`src/rtl/play_ctrl.sv`:
```
// play_ctrl -- transport controller for a record/playback audio path backed by
// an asynchronous SRAM. Every piece of logic runs on the rising edge of bclk.
//
// Ports
//   bclk        audio bit clock
//   rst         synchronous reset, active-high
//   key_play    one-cycle command pulse (debounced upstream)
//   key_pause   one-cycle command pulse
//   key_stop    one-cycle command pulse
//   key_rec     one-cycle command pulse
//   fast[3:0]   playback address stride; 0 behaves as 1
//   slow[3:0]   frames held on each address; 0 behaves as 1
//   daclrc      DAC left/right clock, synchronous to bclk
//   adc_valid   one-cycle pulse: the recorder has a word on the SRAM data bus
//   sram_addr   SRAM word address (registered, always driven)
//   sram_we_n   SRAM write strobe, active-low
//   sram_oe_n   SRAM output enable, active-low
//   play        enables the DAC serializer (high only in PLAY)
//   rec         enables the ADC deserializer (high only in RECORD)
//   state[1:0]  IDLE=0, PLAY=1, PAUSE=2, RECORD=3
//   done        one-cycle pulse at the end of a recording or a playback
//
// Build option
//   PLAY_CTRL_LOOP_EN  when defined, playback that runs past the recorded end
//                      wraps to address 0 and stays in PLAY (done still
//                      pulses). When undefined, playback returns to IDLE.
//
// Command handshake: the key_* inputs are single-cycle strobes with no
// acknowledge. A strobe is sampled on one bclk edge and its effect appears on
// the registered outputs right after that edge. Simultaneous strobes resolve
// as key_stop > key_rec > key_play > key_pause.

module play_ctrl #(
  parameter logic [17:0] ADDR_MAX = 18'h3FFFF
) (
  input  logic        bclk,
  input  logic        rst,
  input  logic        key_play,
  input  logic        key_pause,
  input  logic        key_stop,
  input  logic        key_rec,
  input  logic [3:0]  fast,
  input  logic [3:0]  slow,
  input  logic        daclrc,
  input  logic        adc_valid,
  output logic [17:0] sram_addr,
  output logic        sram_we_n,
  output logic        sram_oe_n,
  output logic        play,
  output logic        rec,
  output logic [1:0]  state,
  output logic        done
);

  typedef enum logic [1:0] {
    S_IDLE   = 2'd0,
    S_PLAY   = 2'd1,
    S_PAUSE  = 2'd2,
    S_RECORD = 2'd3
  } state_t;

  state_t      state_q;
  state_t      state_nx;
  logic [17:0] addr_nx;
  logic [17:0] end_addr;
  logic [17:0] end_nx;
  logic [3:0]  frame_cnt;
  logic [3:0]  cnt_nx;
  logic        we_n_nx;
  logic        done_nx;
  logic        daclrc_q;

  logic [3:0]  fast_eff;
  logic [3:0]  slow_eff;
  logic [18:0] adv_addr;
  logic        past_end;
  logic        lrc_rise;

  assign fast_eff = (fast == 4'd0) ? 4'd1 : fast;
  assign slow_eff = (slow == 4'd0) ? 4'd1 : slow;

  // One bit wider than the address so a stride near the top of memory cannot
  // wrap around and look like a legal in-range address.
  assign adv_addr = {1'b0, sram_addr} + {15'd0, fast_eff};
  assign past_end = adv_addr > {1'b0, end_addr};
  assign lrc_rise = daclrc & ~daclrc_q;

  assign state = state_q;

  always_comb begin
    state_nx = state_q;
    addr_nx  = sram_addr;
    end_nx   = end_addr;
    cnt_nx   = frame_cnt;
    we_n_nx  = 1'b1;
    done_nx  = 1'b0;

    case (state_q)
      S_IDLE: begin
        if (key_rec) begin
          // A new take starts with an empty recording.
          state_nx = S_RECORD;
          addr_nx  = 18'd0;
          end_nx   = 18'd0;
        end else if (key_play && (end_addr != 18'd0)) begin
          state_nx = S_PLAY;
          addr_nx  = 18'd0;
        end
      end

      S_PLAY, S_PAUSE: begin
        if (key_stop) begin
          state_nx = S_IDLE;
          addr_nx  = 18'd0;
        end else if (key_rec) begin
          state_nx = S_RECORD;
          addr_nx  = 18'd0;
          end_nx   = 18'd0;
        end else if (key_play && (state_q == S_PAUSE)) begin
          state_nx = S_PLAY;
        end else if (key_pause && (state_q == S_PLAY)) begin
          state_nx = S_PAUSE;
        end else if ((state_q == S_PLAY) && lrc_rise) begin
          // ">=" rather than "==" so a slow value lowered mid-playback
          // cannot strand the counter above its new terminal count.
          if (frame_cnt >= (slow_eff - 4'd1)) begin
            cnt_nx = 4'd0;
            if (past_end) begin
              done_nx = 1'b1;
              addr_nx = 18'd0;
`ifdef PLAY_CTRL_LOOP_EN
              state_nx = S_PLAY;
`else
              state_nx = S_IDLE;
`endif
            end else begin
              addr_nx = adv_addr[17:0];
            end
          end else begin
            cnt_nx = frame_cnt + 4'd1;
          end
        end
      end

      S_RECORD: begin
        // sram_we_n low means this cycle is the write strobe: the word at
        // sram_addr is committed whatever else happens this cycle.
        if (!sram_we_n) begin
          end_nx = sram_addr;
        end
        if (key_stop) begin
          state_nx = S_IDLE;
          addr_nx  = 18'd0;
        end else if (!sram_we_n) begin
          if (sram_addr == ADDR_MAX) begin
            done_nx  = 1'b1;
            state_nx = S_IDLE;
            addr_nx  = 18'd0;
          end else begin
            addr_nx = sram_addr + 18'd1;
          end
        end else if (adc_valid) begin
          // A pulse arriving during the strobe cycle falls through to the
          // branch above and is dropped.
          we_n_nx = 1'b0;
        end
      end

      default: begin
        state_nx = S_IDLE;
        addr_nx  = 18'd0;
      end
    endcase

    // Any state entry restarts frame counting.
    if (state_nx != state_q) begin
      cnt_nx = 4'd0;
    end
  end

  always_ff @(posedge bclk) begin
    if (rst) begin
      state_q   <= S_IDLE;
      sram_addr <= 18'd0;
      end_addr  <= 18'd0;
      frame_cnt <= 4'd0;
      sram_we_n <= 1'b1;
      sram_oe_n <= 1'b1;
      play      <= 1'b0;
      rec       <= 1'b0;
      done      <= 1'b0;
      daclrc_q  <= 1'b0;
    end else begin
      state_q   <= state_nx;
      sram_addr <= addr_nx;
      end_addr  <= end_nx;
      frame_cnt <= cnt_nx;
      sram_we_n <= we_n_nx;
      sram_oe_n <= !((state_nx == S_PLAY) || (state_nx == S_PAUSE));
      play      <= (state_nx == S_PLAY);
      rec       <= (state_nx == S_RECORD);
      done      <= done_nx;
      daclrc_q  <= daclrc;
    end
  end

endmodule

```
`config.mk`:
```
export PLATFORM = sky130hd
export DESIGN_NAME = play_ctrl
export DESIGN_NICKNAME = d
export VERILOG_FILES = /design/src/rtl/play_ctrl.sv
export SDC_FILE = /design/constraint.sdc
export NUM_CORES = 1
export LEC_CHECK = 0
export ABC_AREA = 1
export ABC_CLOCK_PERIOD_IN_PS = 8850
export BUFFER_PORTS_ARGS = -buffer_cell sky130_fd_sc_hd__buf_2
export CORE_MARGIN = 5
export CORE_UTILIZATION = 28
export CTS_CLUSTER_SIZE = 10
export DETAILED_ROUTE_END_ITERATION = 10
export PLACE_DENSITY = 0.42
export SLEW_MARGIN = 20
export SYNTH_ARGS = -nofsm -noshare
export SYNTH_HDL_FRONTEND = slang
export SYNTH_SLANG_ARGS = --single-unit
export TNS_END_PERCENT = 10
```
`constraint.sdc`:
```
create_clock -name bclk -period 8.85 [get_ports bclk]
set_input_delay 0.885 -clock bclk [delete_from_list [all_inputs] [get_ports bclk]]
set_output_delay 0.885 -clock bclk [all_outputs]
set_load 0.02 [all_outputs]
```
==> summary.txt, run 1 <==
Routing
  • WL per Instance: 14.4 um
  • DR iter-0 viols: 182
  • DRT antenna net count: 0
  • DRC: 0
  • Via density: 4.71
  • Via count: 3432
  • Drt total wl: 10500 um
  • DRT Pass-1 Iters: 5

Setup path
  • RR Endpoint: sram_addr[3]
  • Worst-path maximum fanout: 8
  • CP Capture Type: flop
  • Worst setup slack for register-to-register paths: 4.61 ns
  • Req. time, crit path: 9.03 ns
  • Crit path launch type: primary input
  • Worst r2r path cells: 19
  • Crit path kind: primary input to flop
  • Worst path max stage delay: 0.41 ns
  • Worst path most repeated cell: nand2_1
  • RR Startpoint: sram_addr[0]
  • Critical Path AT: 4.98 ns
  • Slowest CP cell: fa_1

Global routing
  • Total track usage: 0.140
  • Largest net degree at the start of global routing: 44
  • Global route total overflow: 0
  • Vias in the first global route: 3484
  • Antenna violations before repair: 0
  • Global-route wire length before repair: 18000 um

Timing
  • Period Utilization, post-route: 0.543
  • Setup TNS Final: 0 ns
  • RSZ-0062 raised after global routing: no
  • Worst-Margin Slew: 0.900 ns
  • F_max: 208 MHz
  • Final worst path period need: 4.80 ns
  • Final worst slack: 4.05 ns
  • Clock skew: 0.00472 ns
  • Slew headroom: 0.400
  • Final Hold Fails: 0
  • Max Slew Vio Count: 0
  • Final setup violating endpoints: 0

Synth
  • Commonest cells post-synth: nand2_1, inv_1, dfxtp_1, a21oi_1, nor2_1
  • Post-Synthesis Net Count: 585
  • Synth unique cells: 41
  • Dominant cell type by area after synthesis: dfxtp_1
  • Synth area leaders: dfxtp_1, nand2_1, ha_1
  • Synth Warn #: 0
  • Synth top area share: 0.263
  • Mean Syn Cell Area: 6.85 sq um
  • Count leader, synth: nand2_1
  • #FFs+latches synth: 48
  • Synth Instances: 533
  • Ys async rst share: 0
  • Synth Cell Area: 3650 sq um
  • Seq/Total Area, Yosys: 0.263
  • Number of synthesized flops with an enable pin: 0
  • Ys flop type: dfxtp_1

Power
  • Max rail drop VDD: 0.0000666 V
  • Final Power: 0.754 mW
  • Leak: 1.86 nW
  • Pwr dens: 184 nW/um^2

Clocking
  • Clk pin slew, worst setup/hold paths: 0.06 ns
  • TritonCTS clock tree: yes
  • Root Buffer: clkbuf_16
  • Hold_buf cts: 0
  • Post-CTS resize count: 0
  • CTS Sinks: 48
  • CTS H-tree depth: 2
  • Postcts setup bufs: 0
  • Deepest clock path buffer count: 2
  • Worst-Skew Late Latency: 0.29 ns
  • Total CTS buffers: 5

Worst hold path
  • Hold Crit Depth: 2
  • HP Start: end_addr[0]
  • Hold Path Class: flop to flop
  • Hold EP: end_addr[0]

Final layout
  • Final core utilization: 0.322
  • Diode count: 0
  • Layout cells sized above 1: 0.122
  • Layout area overhead: 12.1%
  • NumNets Final: 609

Die
  • Initial core utilization: 0.287
  • Core area: 12700 sq um
  • Die area: 15400 sq um
  • Core Rows: 41
  • I/O pins: 41
  • Chip Width: 124 um
  • Die height: 124 um

Flow run
  • Max_cap viols: 0

Place
  • Routability cong.: 0.877
  • Port Buf Inserts: 40
  • Hpwl dp: 8230 um
  • Pre-CTS setup slack: 3.71 ns

Run status
  • Outcome: complete, no violations
-- where the power goes --
| part | internal [mW] | total [mW] | switching [mW] |
|---|---|---|---|
| logic | 0.0959 | 0.310 | 0.215 |
| clock network | 0.103 | 0.184 | 0.0809 |
| registers | 0.244 | 0.260 | 0.0158 |
-- kinds of logic (layout without fill, tap and decap cells) --
logic type	after synthesis	count (layout)	synth area share
buffers and inverters	103	127	0.112
XOR/XNOR	29	29	0.0695
AND/OR/NAND/NOR	217	217	0.264
flip-flops	48	48	0.263
adder cells (fa/ha/maj)	36	36	0.125
AO/OA/AOI/OAI	100	100	0.165
-- sequential cells by signal (all words and copies together) (netlist names) --
name       cells
rec            1
end_addr      18
play           1
state          2
frame_cnt      4
sram_we_n      1
sram_addr     18
daclrc_q       1
done           1
sram_oe_n      1
-- how the worst max path moves through the flow --
stage / from / endpoint / slack [ns] / cells past startpoint
2_1_floorplan: fast[1] / sram_oe_n / 4.39 / 34
3_3_place_gp: fast[1] / sram_oe_n / 3.76 / 35
3_5_place_dp: fast[1] / sram_oe_n / 3.71 / 35
4_1_cts: fast[1] / sram_oe_n / 4.01 / 35
5_1_grt: fast[1] / sram_oe_n / 3.61 / 35
6_report: fast[1] / sram_oe_n / 4.05 / 35
-- placed cells by master, fill, tap and decap left out, drive strengths merged, types with 3 or more instances in the layout --
cell,instances
nor3,8
dfxtp,48
o21ai,6
buf,41
inv,78
nand4,7
nand2,124
o22ai,16
xor2,21
nand3,20
nor2,50
a211oi,19
a31oi,4
ha,35
nor4,4
a21o,3
clkbuf,6
a21oi,47
xnor2,8
-- worst max-delay path, delay by kind of cell --
kind,cells,cell delay (ns)
buffers and inverters,4,0.30
AO/OA/AOI/OAI,1,0.27
XOR/XNOR,1,0.25
AND/OR/NAND/NOR,25,2.08
adder cells (fa/ha/maj),4,1.19
-- through the flow --
stage | cell area [sq um] | std cells | hold slack (ns)
2_1_floorplan | 3650 | 533 | 0.457
3_3_place_gp | 3960 | 722 | 0.479
3_5_place_dp | 3960 | 722 | 0.484
4_1_cts | 4100 | 729 | 0.496
5_1_grt | 4100 | 729 | 0.513
6_report | 4100 | 729 | 0.493
-- layout make-up --
cell class | count | area (sq um)
inverters | 79 | 297
well taps | 172 | 215
clock inverters | 1 | 5.00
clock buffers | 6 | 129
multi-input cells | 382 | 2280
repair buffers | 41 | 208
fillers | 1461 | 8630
flip-flops and latches | 48 | 961
-- metal layers --
| metal | track usage | wire, um | share of wire | vias to the layer above |
|---|---|---|---|---|
| met2 | 0.232 | 4810 | 0.46 | 47 |
| met4 | 0.0309 | 106 | 0.010 | 0 |
| met1 | 0.191 | 5270 | 0.50 | 1588 |
| met5 | 0 | 0 | 0 | - |
| met3 | 0.0206 | 330 | 0.031 | 8 |
| li1 | - | - | - | 1789 |
No activity file was read; power rests on OpenSTA's default activity.
==> run 2: changes to the inputs <==
ABC_CLOCK_PERIOD_IN_PS = 5000   (was 8850)
clock period = 5 ns   (was 8.85 ns; I/O delays follow)
==> run 2 against run 1 <==
Global-route usage hardly changed. Hold slack worse by 0.11 ns. Non-clock buffer count is 2 higher. Combinational power is 77% higher. Die area stayed put. Design area is 1.6% higher. Sequential cell count stayed put. Sequential power is 77% higher. Via count is 2.0% higher. Register-to-register slack worse by 3.7 ns. Largest power group unchanged.
==> summary.txt, run 2 (synthesis gave the netlist of run 1 again) <==
Setup path
  • Worst path max stage delay: 0.40 ns (about the same)
  • Crit path launch type: primary input
  • Critical Path AT: 4.52 ns (-0.46 ns)
  • Slowest CP cell: fa_1
  • Req. time, crit path: 5.19 ns (-3.84 ns)
  • Crit path kind: primary input to flop
  • Worst-path maximum fanout: 8 (unchanged)
  • CP Capture Type: flop
  • Worst path most repeated cell: nand2_1

Clocking
  • Clk pin slew, worst setup/hold paths: 0.07 ns (about the same)
  • Root Buffer: clkbuf_16
  • CTS H-tree depth: 2 (unchanged)
  • TritonCTS clock tree: yes
  • Post-CTS resize count: 0 (unchanged)
  • CTS Sinks: 48 (unchanged)
  • Hold_buf cts: 0 (unchanged)
  • Postcts setup bufs: 0 (unchanged)
  • Total CTS buffers: 5 (unchanged)
  • Worst-Skew Late Latency: 0.30 ns (about the same)
  • Deepest clock path buffer count: 2 (unchanged)

Final layout
  • Layout area overhead: 13.9%
  • Most frequent cells in the layout: nand2_1, inv_1, dfxtp_1
  • Diode count: 0 (unchanged)
  • Non-Filler Instances: 732 (+0.41%)
  • Largest registers: end_addr: 18 flops, sram_addr: 18 flops, frame_cnt: 4 flops
  • Layout cells sized above 1: 0.129 (+0.00649)
  • NumNets Final: 611 (+0.33%)
  • Most common cell after layout, fill and taps aside: nand2_1
  • Final core utilization: 0.327 (+0.00502)

Die
  • Core area: 12700 sq um (unchanged)
  • Initial core utilization: 0.287 (unchanged)
  • Chip Width: 124 um (unchanged)
  • Core Rows: 41 (unchanged)
  • Die height: 124 um (unchanged)
  • Die area: 15400 sq um (unchanged)
  • I/O pins: 41 (unchanged)

Power
  • Leak: 1.90 nW (+1.8%)
  • Max rail drop VDD: 0.000122 V (+83%)
  • Pwr dens: 345 nW/um^2 (+87%)

Routing
  • Met3 wire len: 336 um (+1.8%)
  • DR iter-0 viols: 161 (-12%)
  • Metal1 wirelength: 5440 um (+3.1%)
  • Met2 WL post-DR: 4790 um (-0.37%)
  • WL per Instance: 14.6 um (+1.4%)
  • Via count: 3500 (+2.0%)
  • Via density: 4.78 (+1.6%)
  • Drt total wl: 10700 um (+1.8%)
  • Uppermost layer routed: met4
  • DRC: 0 (unchanged)
  • DRT Pass-1 Iters: 4 (-1)
  • DRT antenna net count: 0 (unchanged)

Global routing
  • Largest net degree at the start of global routing: 44 (unchanged)
  • Vias in the first global route: 3546 (+1.8%)
  • Antenna violations before repair: 0 (unchanged)
  • Total track usage: 0.139 (-0.000243)
  • Global-route wire length before repair: 17800 um (-0.88%)
  • Global route total overflow: 0 (unchanged)

Timing
  • Final Hold Fails: 0 (unchanged)
  • Slew headroom: 0.377 (-0.0228)
  • Final worst path period need: 4.33 ns
  • RSZ-0062 raised after global routing: no
  • Final setup violating endpoints: 0 (unchanged)
  • WHS: 0.386 ns (-0.107 ns)
  • Period Utilization, post-route: 0.866
  • Setup TNS Final: 0 ns (unchanged)
  • Max Slew Vio Count: 0 (unchanged)
  • F_max: 231 MHz
  • Worst-Margin Slew: 0.929 ns (+0.0285 ns)
  • Final worst slack: 0.671 ns (-3.38 ns)
  • Clock skew: 0.00294 ns (-0.00177 ns)

Flow run
  • Max_cap viols: 0 (unchanged)

Worst hold path
  • Hold Path Class: primary input to flop

Place
  • Port Buf Inserts: 40 (unchanged)
  • Dpl cells: 724 (+0.28%)
  • Pre-CTS setup slack: 0.347 ns (-3.37 ns)
  • Hpwl dp: 8210 um (-0.26%)
  • Routability cong.: 0.841 (-4.1%)

Run status
  • Outcome: complete, no violations
[run 2: cell count changes in the layout (fill, tap and decap cells not counted), sizes merged]
cell | previous run | this run
buf | 41 | 43
clkbuf | 6 | 7
clkinv | 2 | 1
bufinv | 0 | 1
[run 2: worst paths after layout]
path	start	endpoint	slack, ns	cells after the start
max	fast[1]	sram_oe_n	0.67	35
min	adc_valid	sram_we_n	0.39	2
max reg2reg	sram_addr[0]	sram_oe_n	0.87	32
min reg2reg	end_addr[4]	end_addr[4]	0.49	2
[run 2: layer usage]
layer,up-vias,GRT usage
met1,1643,0.187
met4,0,0.0432
met3,9,0.0219
met2,49,0.229
li1,1799,-
met5,-,0
[run 2: final cells by class]
class                      instances  area [sq um]
clock buffer                       7           153
clock inverter                     1          30.0
fill                            1460          8560
inverter                          79           297
multi-input combinational        382          2280
sequential                        48           961
tap                              172           215
timing repair buffer              43           223
[run 2: critical path, delay by kind of cell]
kind            cells  cell delay, ns
compound gates      1            0.32
xor+xnor            1            0.19
fa+ha+maj           4            1.16
buf+inv             4            0.30
simple gates       25            2.06
[run 2: metrics by stage]
stage	area, sq um	total power, mW
final	4160	1.44
after floorplan	3650	0.879
after global placement	3980	1.02
after global routing	4160	1.56
after detailed placement	3980	1.03
after CTS	4160	1.46
[run 2: report_power, final]
part | switching, mW | internal (mW)
Combinational | 0.378 | 0.172
Clock | 0.161 | 0.264
Sequential | 0.0276 | 0.432
Total | 0.567 | 0.868
==> run 3: changes to the inputs <==
ABC_AREA = default   (was 1)
==> run 3 against run 2 <==
Utilization decreased by 0.19 points. Worst setup slack got worse by 0.088 ns. Design area increased by 2.3%. Total power decreased by 13%.
==> summary.txt, run 3 <==
Run status
  • Outcome: complete, no violations

Final layout
  • Most frequent cells in the layout: nor2_1, dfxtp_1, nand2_1
  • Register area: 961 sq um (unchanged)
  • NumNets Final: 583 (-4.6%)
  • Layout area overhead: 15.0%
  • Layout cells sized above 1: 0.128 (-0.000752)
  • Largest registers: end_addr: 18 flops, sram_addr: 18 flops, frame_cnt: 4 flops
  • Non-Filler Instances: 708 (-3.3%)
  • Diode count: 0 (unchanged)
  • Most common cell after layout, fill and taps aside: nor2_1
  • Multi-input gate area: 2520 sq um (+10%)
  • Fillcell total: 1440 (-1.4%)

Synth
  • Synth Warn #: 0 (unchanged)
  • Synth Cell Area: 3700 sq um (+1.3%)
  • Number of synthesized flops with an enable pin: 0 (unchanged)
  • Ys flop type: dfxtp_1
  • Mean Syn Cell Area: 7.37 sq um (+7.5%)
  • Synth top area share: 0.260 (-0.00329)
  • Commonest cells post-synth: nor2_1, dfxtp_1, nand2_1, ha_1, a21oi_1
  • Dominant cell type by area after synthesis: dfxtp_1
  • Post-Synthesis Net Count: 554 (-5.3%)
  • Ys async rst share: 0 (unchanged)
  • #FFs+latches synth: 48 (unchanged)
  • Count leader, synth: nor2_1
  • Seq/Total Area, Yosys: 0.260 (-0.00329)
  • Synth area leaders: dfxtp_1, ha_1, nor2_1
  • Synth Instances: 502 (-5.8%)
  • Synth unique cells: 57 (+39%)

Power
  • Net Sw Frac: 0.376 (-0.0191)
  • Part of the power in registers: 0.329 (+0.009)
  • Clock Power Share: 0.319 (+0.023)
  • Switch Pwr: 0.470 mW (-17%)
  • Leak: 1.71 nW (-9.7%)
  • Pint: 0.780 mW (-10%)
  • Combinational fraction of design power: 0.352 (-0.031)
  • Pwr dens: 294 nW/um^2 (-15%)
  • Max rail drop VDD: 0.000158 V (+29%)

Global routing
  • Global route total overflow: 0 (unchanged)
  • Global-route wire length before repair: 19500 um (+9.8%)
  • Vias in the first global route: 3724 (+5.0%)
  • Largest net degree at the start of global routing: 37 (-16%)
  • Antenna violations before repair: 0 (unchanged)
  • Total track usage: 0.154 (+0.0147)

Clocking
  • Clk pin slew, worst setup/hold paths: 0.07 ns (about the same)
  • CTS Sinks: 48 (unchanged)
  • TritonCTS clock tree: yes
  • Post-CTS resize count: 0 (unchanged)
  • Root Buffer: clkbuf_16
  • Postcts setup bufs: 0 (unchanged)
  • CTS H-tree depth: 2 (unchanged)
  • Deepest clock path buffer count: 2 (unchanged)
  • Hold_buf cts: 0 (unchanged)
  • Worst-Skew Late Latency: 0.30 ns (about the same)
  • Total CTS buffers: 5 (unchanged)

Setup path
  • Slowest CP cell: fa_1
  • Critical Path AT: 4.61 ns (+0.09 ns)
  • Crit path kind: primary input to flop
  • Req. time, crit path: 5.19 ns (about the same)
  • Worst path max stage delay: 0.41 ns (about the same)
  • Worst path most repeated cell: ha_1
  • CP Capture Type: flop
  • Crit path launch type: primary input
  • Worst-path maximum fanout: 6 (-2)
  • Cells along the critical path: buf_2, nor3_1, or2_2, ha_1, fa_1, nand3_1, a21oi_1, and3_1, xor2_1, ha_1, nand4_1, a211oi_1, a2111oi_0, o31a_1, o21ai_2, nand3_1, a31oi_2, inv_1, ha_1, nand2b_1

Routing
  • WL per Instance: 16.8 um (+15%)
  • Drt total wl: 11900 um (+11%)
  • DRT antenna net count: 0 (unchanged)
  • DRC: 0 (unchanged)
  • DRT Pass-1 Iters: 4 (unchanged)
  • Via density: 5.23 (+9.4%)
  • Via count: 3704 (+5.8%)
  • DR iter-0 viols: 252 (+57%)

Timing
  • Worst-Margin Slew: 0.932 ns (+0.00316 ns)
  • Clock skew: 0.00795 ns (+0.00501 ns)
  • Max Slew Vio Count: 0 (unchanged)
  • Slew headroom: 0.379 (+0.00172)
  • WHS: 0.407 ns (+0.0216 ns)
  • Final Hold Fails: 0 (unchanged)
  • Period Utilization, post-route: 0.883 (+0.0176)
  • Final worst path period need: 4.42 ns (+0.0878 ns)
  • F_max: 226 MHz (-2.0%)
  • Setup TNS Final: 0 ns (unchanged)
  • RSZ-0062 raised after global routing: no
  • Final setup violating endpoints: 0 (unchanged)

Die
  • Chip Width: 125 um (+0.58%)
  • Die height: 125 um (+0.58%)
  • Core area: 13100 sq um (+2.9%)
  • Core Rows: 42 (+2.4%)
  • I/O pins: 41 (unchanged)
  • Die area: 15600 sq um (+1.2%)
  • Initial core utilization: 0.283 (-0.00442)

Place
  • Port Buf Inserts: 40 (unchanged)
  • Dpl cells: 700 (-3.3%)
  • Hpwl dp: 9150 um (+11%)
  • Routability cong.: 0.811 (-3.6%)

Worst hold path
  • Hold Path Class: primary input to flop

Flow run
  • Max_cap viols: 0 (unchanged)
## run 3: cell type report
type	count	share of cell area
clock buffers	5	0.0294
multi-input cells	396	0.593
repair buffers	49	0.0630
well taps	176	0.0518
flip-flops and latches	48	0.226
clock inverters	3	0.0100
inverters	31	0.0274
## run 3: critical path, delay by kind of cell
kind / cells / cell delay, ns
compound gates: 6 / 1.49
fa+ha+maj: 4 / 1.21
simple gates: 7 / 1.04
buf+inv: 2 / 0.20
xor+xnor: 1 / 0.16
## run 3: path summary, 6_finish.rpt
check,start,to,slack [ns],depth (start not counted)
worst max-delay path,fast[1],sram_oe_n,0.58,20
worst min-delay path,adc_valid,sram_we_n,0.41,2
worst max register to register,sram_addr[0],sram_addr[7],0.62,15
worst min register to register,sram_we_n,sram_we_n,0.56,1
## run 3: per-layer routing
metal  vias to the layer above  GRT usage  routed length [um]
li1                       1871          -                   -
met2                       106      0.276                5960
met5                         -          0                   0
met1                      1713      0.185                5220
met3                        14     0.0286                 524
met4                         0     0.0529                 197
## run 3: stage by stage
stage,utilization,area [sq um],worst slack (ns),total power [mW]
5_1_grt,0.325,4250,0.169,1.33
2_1_floorplan,-,3700,0.833,0.723
3_3_place_gp,0.312,4090,0.360,0.857
4_1_cts,0.325,4250,0.611,1.27
3_5_place_dp,0.312,4090,0.343,0.857
6_report,0.325,4250,0.583,1.25
## run 3: power groups by stage
stage | clock (mW) | combinational, mW | sequential (mW)
detailed placement | 0 | 0.437 | 0.421
global placement | 0 | 0.437 | 0.420
global route | 0.428 | 0.487 | 0.414
CTS | 0.416 | 0.438 | 0.412
finish | 0.399 | 0.440 | 0.411
floorplan | 0 | 0.287 | 0.437
## run 3: logic make-up after synthesis
logic type	share of synthesized area
and+or+nand+nor	0.269
adders and majority gates	0.124
buffers and inverters	0.0636
muxes	0.0193
xor gates and xnor gates	0.0474
DFF	0.260
AOI/OAI and AO/OA	0.218
